## config.mk

```make
export PLATFORM = sky130hd
export DESIGN_NAME = ex_mem_reg
export DESIGN_NICKNAME = d
export VERILOG_FILES = /design/src/rtl/ex_mem_reg.sv
export SDC_FILE = /design/constraint.sdc
export NUM_CORES = 1
export LEC_CHECK = 0
export ABC_CLOCK_PERIOD_IN_PS = 2070
export BUFFER_PORTS_ARGS = -buffer_cell sky130_fd_sc_hd__buf_2
export CORE_MARGIN = 5
export CORE_UTILIZATION = 41
export DETAILED_ROUTE_END_ITERATION = 12
export PLACE_DENSITY = 0.73
export SYNTH_ARGS = -nofsm -noshare
export SYNTH_HDL_FRONTEND = slang
export SYNTH_SLANG_ARGS = --single-unit
```

## constraint.sdc

```tcl
create_clock -name clk -period 2.07 [get_ports clk]
set_input_delay 0.5175 -clock clk [delete_from_list [all_inputs] [get_ports clk]]
set_output_delay 0.5175 -clock clk [all_outputs]
set_load 0.01 [all_outputs]
```

## src/rtl/ex_mem_reg.sv

```systemverilog
// ex_mem_reg: EX/MEM pipeline register with memory-stall hold, flush
// (bubble insertion), one-shot HALT/dump sequencing and a saturating
// counter of memory-stall cycles.
module ex_mem_reg #(
  parameter int DW = 16,
  parameter int RW = 3,
  parameter int CW = 16
) (
  input  logic          clk,
  input  logic          rst,
  input  logic          ex_valid,
  input  logic [DW-1:0] ex_ALUOut,
  input  logic [DW-1:0] ex_WriteData,
  input  logic          ex_MemToReg,
  input  logic          ex_MemWrite,
  input  logic          ex_Dump,
  input  logic          ex_RegWrite,
  input  logic [RW-1:0] ex_WriteReg,
  input  logic          flush,
  input  logic          mem_stall,
  output logic [DW-1:0] ALUOut,
  output logic [DW-1:0] WriteData,
  output logic          Enable,
  output logic          MemToReg,
  output logic          MemWrite,
  output logic          Dump,
  output logic          RegWrite,
  output logic [RW-1:0] WriteReg,
  output logic          valid,
  output logic          ex_stall,
  output logic          halted,
  output logic [CW-1:0] stall_count
);

  // IDLE: no entry; ACCESS: entry on its first cycle; WAIT: entry held by
  // mem_stall; HALT: terminal until reset.
  typedef enum logic [1:0] {
    S_IDLE   = 2'd0,
    S_ACCESS = 2'd1,
    S_WAIT   = 2'd2,
    S_HALT   = 2'd3
  } state_t;

  state_t        state_q, state_d;
  logic          valid_q, valid_d;
  logic [DW-1:0] aluout_q, aluout_d;
  logic [DW-1:0] wdata_q, wdata_d;
  logic          memtoreg_q, memtoreg_d;
  logic          memwrite_q, memwrite_d;
  logic          dump_q, dump_d;
  logic          regwrite_q, regwrite_d;
  logic [RW-1:0] writereg_q, writereg_d;
  logic          pend_flush_q, pend_flush_d;
  logic [CW-1:0] stall_count_q, stall_count_d;
  logic          hold;

  // An issued memory access is frozen while the memory stage is busy.
  assign hold = ((state_q == S_ACCESS) || (state_q == S_WAIT)) && mem_stall;

  // Next-state and next-entry selection: halt, hold, dump retire, capture or bubble.
  always_comb begin
    state_d       = state_q;
    valid_d       = valid_q;
    aluout_d      = aluout_q;
    wdata_d       = wdata_q;
    memtoreg_d    = memtoreg_q;
    memwrite_d    = memwrite_q;
    dump_d        = dump_q;
    regwrite_d    = regwrite_q;
    writereg_d    = writereg_q;
    pend_flush_d  = pend_flush_q;
    stall_count_d = stall_count_q;

    if (state_q == S_HALT) begin
      state_d = S_HALT;
    end else if (hold) begin
      state_d = S_WAIT;
      if (stall_count_q != {CW{1'b1}}) begin
        stall_count_d = stall_count_q + 1'b1;
      end
      // The held access is already issued, so a flush is deferred to the
      // next instruction from execute instead.
      if (flush) begin
        pend_flush_d = 1'b1;
      end
    end else begin
      pend_flush_d = 1'b0;
      valid_d      = 1'b0;
      aluout_d     = '0;
      wdata_d      = '0;
      memtoreg_d   = 1'b0;
      memwrite_d   = 1'b0;
      dump_d       = 1'b0;
      regwrite_d   = 1'b0;
      writereg_d   = '0;
      if (valid_q && dump_q) begin
        // The dump request has just been presented; freeze the pipeline.
        state_d = S_HALT;
      end else if (ex_valid && !flush && !pend_flush_q) begin
        state_d    = S_ACCESS;
        valid_d    = 1'b1;
        aluout_d   = ex_ALUOut;
        wdata_d    = ex_WriteData;
        memtoreg_d = ex_MemToReg;
        memwrite_d = ex_MemWrite;
        dump_d     = ex_Dump;
        regwrite_d = ex_RegWrite;
        writereg_d = ex_WriteReg;
      end else begin
        state_d = S_IDLE;
      end
    end
  end

  // Pipeline register, FSM state and stall counter with synchronous reset.
  always_ff @(posedge clk) begin
    if (rst) begin
      state_q       <= S_IDLE;
      valid_q       <= 1'b0;
      aluout_q      <= '0;
      wdata_q       <= '0;
      memtoreg_q    <= 1'b0;
      memwrite_q    <= 1'b0;
      dump_q        <= 1'b0;
      regwrite_q    <= 1'b0;
      writereg_q    <= '0;
      pend_flush_q  <= 1'b0;
      stall_count_q <= '0;
    end else begin
      state_q       <= state_d;
      valid_q       <= valid_d;
      aluout_q      <= aluout_d;
      wdata_q       <= wdata_d;
      memtoreg_q    <= memtoreg_d;
      memwrite_q    <= memwrite_d;
      dump_q        <= dump_d;
      regwrite_q    <= regwrite_d;
      writereg_q    <= writereg_d;
      pend_flush_q  <= pend_flush_d;
      stall_count_q <= stall_count_d;
    end
  end

  // Control outputs are gated by valid; Dump fires only on the releasing cycle.
  always_comb begin
    ALUOut      = aluout_q;
    WriteData   = wdata_q;
    valid       = valid_q;
    MemToReg    = valid_q & memtoreg_q;
    MemWrite    = valid_q & memwrite_q;
    Enable      = valid_q & (memtoreg_q | memwrite_q);
    RegWrite    = valid_q & regwrite_q;
    WriteReg    = writereg_q;
    Dump        = valid_q & dump_q & ~hold;
    halted      = (state_q == S_HALT);
    ex_stall    = hold | (state_q == S_HALT);
    stall_count = stall_count_q;
  end

endmodule

```

==> implementation parameters <==
Parameter                              Value

Outcome
  Run status    complete, no violations

Power and ir drop
  Final total power    0.00250 W
  Power density over cell area    806 nW/um2
  Leakage Power    1.45 nW
  Worst VDD drop    0.738 mV

Clock network
  Clock transition at the registers of the reported paths    0.07 ns
  Quantity of hold-fixing buffers added after cts    0
  H-tree depth    3
  Root Buffer    sky130_fd_sc_hd__clkbuf_8
  Number of sinks driven by the clock tree    59
  Clock Tree Buf Depth    2
  TritonCTS clock tree    done
  Number of CTS-inserted buffers    9
  Worst-Skew Late Latency    0.32 ns

Yosys
  Netlist area before placement    2210 um2
  Synthesized area divided by synthesized cell count    10.5 um2
  Count of flip-flops with a built-in enable after synthesis    0
  Fraction of synthesized cell area taken by the top area cell type    53.5%
  Dominant synthesized flop cell    sky130_fd_sc_hd__dfxtp_1
  Number of distinct library cell variants in the gate-level netlist after synthesis    39
  Synth area leader    sky130_fd_sc_hd__dfxtp_1
  Part of the Yosys area used for sequential elements    53.5%
  Synthesized netlist cell count    210
  Synthesized Nets    256
  Fraction of registers with async set/reset    0%
  Seq cells post-synth    59
  Number of warning messages in the yosys log    0
  Cell types with the largest area share after synthesis    sky130_fd_sc_hd__dfxtp_1, sky130_fd_sc_hd__a22o_1, sky130_fd_sc_hd__a21oi_1

Timing
  Max Clock Skew    0.00597 ns
  Final critical-path share of the clock period    97.1%
  Worst hold-check slack    0.412 ns
  Worst Tran Pin Value    0.367 ns
  Hold Vio Cnt, Final    0
  Unrepaired setup endpoints after global routing    false
  Maximum clock frequency    497 MHz
  Pins Over Slew Limit    0
  Crit path time final    2.01 ns
  Final setup viols    0
  Max_slew headroom    74.9%

Drt
  DRT iter0 DRCs    57
  Total Routed Length    5610 um
  Number of nets still failing antenna checks after routing    0
  Post-detailed-route wirelength per cell    14.1 um
  Drt first pass iters    4
  DRC errors left    0
  Via count    2,078
  Routed vias/inst    5.23

Global routing
  Initial antenna violation count    0
  Largest net degree at the start of global routing    41
  Total congestion overflow    0
  Wire length of the first global-routing pass    9170 um
  Via count of the first global-routing pass    2,073
  GRT Overall Usage    16.0%

Die
  Area of the core    5170 um2
  Num ports    103
  Row count    26
  Die X-Extent    83.4 um
  Starting utilization of the core area    42.6%
  Die span in y    83.4 um
  Die area    6950 um2

Worst setup path
  Number of buffers and inverters on the critical path    0
  Setup crit start kind    flip-flop
  Family with the most delay on the worst path    simple AND/OR/NAND/NOR gates
  Critical path arrival    2.22 ns
  Critical path type    flip-flop to flip-flop
  Slowest cell on the critical path    sky130_fd_sc_hd__or4_4
  CP cell instances    ha_4 -> nand3b_4 -> or4_4 -> nor4_4 -> mux2_4
  Peak fanout along the critical path    5
  Crit Reg-Reg Startpoint    state_q[1]
  Critical Path End Type    flip-flop
  Critical path launch point    state_q[1]
  Required time worst endpoint    2.28 ns
  Stage delay of the slowest cell on the critical path    0.58 ns

Layout
  Proportion of layout cells with a drive suffix above 1    44.3%
  Layout fillers    453
  Util after Layout    60.0%
  Synth-to-layout area growth    40.7%
  Total number of nets in the final design    368
  Number of cells in the finished layout apart from fillers    397
  Antenna diodes    0
  Most common cell after layout, fill and taps aside    sky130_fd_sc_hd__buf_2
  Area taken by flip-flops and latches    1180 um2
  Multi-input combinational cell area    982 um2
  Most frequent cells in the layout    sky130_fd_sc_hd__buf_2, sky130_fd_sc_hd__dfxtp_1, sky130_fd_sc_hd__a22o_1

Placed design
  Count of buffers inserted at the top-level ports    102
  Routability Congestion    0.811
  Cell total after placement    381
  DPL Wire Length    4040 um

Worst hold path
  Worst min-delay path startpoint    ex_WriteReg[2]
  Class of the tightest hold or removal check    input port to flip-flop

Job
  Max capacitance violation total    0
==> through the flow <==
step | setup slack, ns | TNS (ns) | cell area (um2)
6_report | 0.0594 | 0 | 3100
2_1_floorplan | 0.0369 | 0 | 2220
3_5_place_dp | -0.00830 | -0.00830 | 2850
5_1_grt | 0.00507 | 0 | 3100
3_3_place_gp | 0.0201 | 0 | 2850
4_1_cts | 0.00670 | 0 | 3090
==> logic make-up (layout without fill, tap and decap cells) <==
kind of cell / Yosys count / in the layout / synth area share, %
AOI/OAI and AO/OA: 71 / 71 / 24.4
xor gates and xnor gates: 1 / 1 / 0.397
adders and majority gates: 2 / 2 / 1.13
buffers and inverters: 17 / 134 / 3.86
DFF: 59 / 59 / 53.5
muxes: 1 / 1 / 0.510
and+or+nand+nor: 59 / 59 / 16.2
==> report_power, final <==
group | internal [W] | leakage, nW | switching, W | total [W]
sequential | 0.00116 | 0.479 | 0.0000172 | 0.00118
clock | 0.000710 | 0.108 | 0.000442 | 0.00115
combinational | 0.0000863 | 0.866 | 0.0000797 | 0.000166
total | 0.00196 | 1.45 | 0.000539 | 0.00250
==> synth_stat cells (3+ instances only) <==
cell                       count
sky130_fd_sc_hd__dfxtp_1      59
sky130_fd_sc_hd__a22o_1       39
sky130_fd_sc_hd__a21oi_1      16
sky130_fd_sc_hd__clkbuf_1      9
sky130_fd_sc_hd__nand2_1       8
sky130_fd_sc_hd__nor2_1        7
sky130_fd_sc_hd__nor3_1        7
sky130_fd_sc_hd__or4_1         6
sky130_fd_sc_hd__inv_1         5
sky130_fd_sc_hd__o31ai_1       5
sky130_fd_sc_hd__nand3_1       4
sky130_fd_sc_hd__nand4_1       4
sky130_fd_sc_hd__nor4_1        4
sky130_fd_sc_hd__o21ai_0       4
sky130_fd_sc_hd__and2_1        3
==> timing repair <==
| action | in CTS | in global routing |
|---|---|---|
| resized for setup | 1 | 4 |
| buffers inserted | 0 | 0 |
| setup endpoints to repair | 1 | 3 |
| pin swaps | 0 | 5 |
==> area by class of cell <==
| type | instances | share of cell area [%] |
|---|---|---|
| Sequential cell | 59 | 38.1 |
| Multi-Input combinational cell | 134 | 31.7 |
| Timing Repair Buffer | 113 | 19.5 |
| Clock buffer | 10 | 4.44 |
| Clock inverter | 6 | 2.86 |
| Tap cell | 70 | 2.82 |
| Inverter | 5 | 0.605 |
==> sequential cells by signal, summed over array words and instances, names as in the netlist <==
name and flops:
memtoreg_q 1, valid 1, memwrite_q 1, stall_count 16, regwrite_q 1, WriteReg 3, state_q 2, dump_q 1
pend_flush_q 1, ALUOut 16, WriteData 16
==> metal layers <==
| metal | vias to the layer above | part of all wire [%] | track usage [%] |
|---|---|---|---|
| li1 | 1026 | - | - |
| met1 | 973 | 44 | 18.4 |
| met2 | 75 | 47 | 26.6 |
| met3 | 4 | 8.5 | 6.04 |
| met4 | 0 | 0.61 | 6.24 |
| met5 | - | 0 | 0 |
==> final timing paths <==
path,end,slack (ns),cells past startpoint
max,stall_count[13],0.06,5
min reg2reg,ALUOut[1],0.47,1
max reg2reg,stall_count[13],0.06,5
min,WriteReg[2],0.41,2
Note: power is estimated with default switching activity, not from simulation.
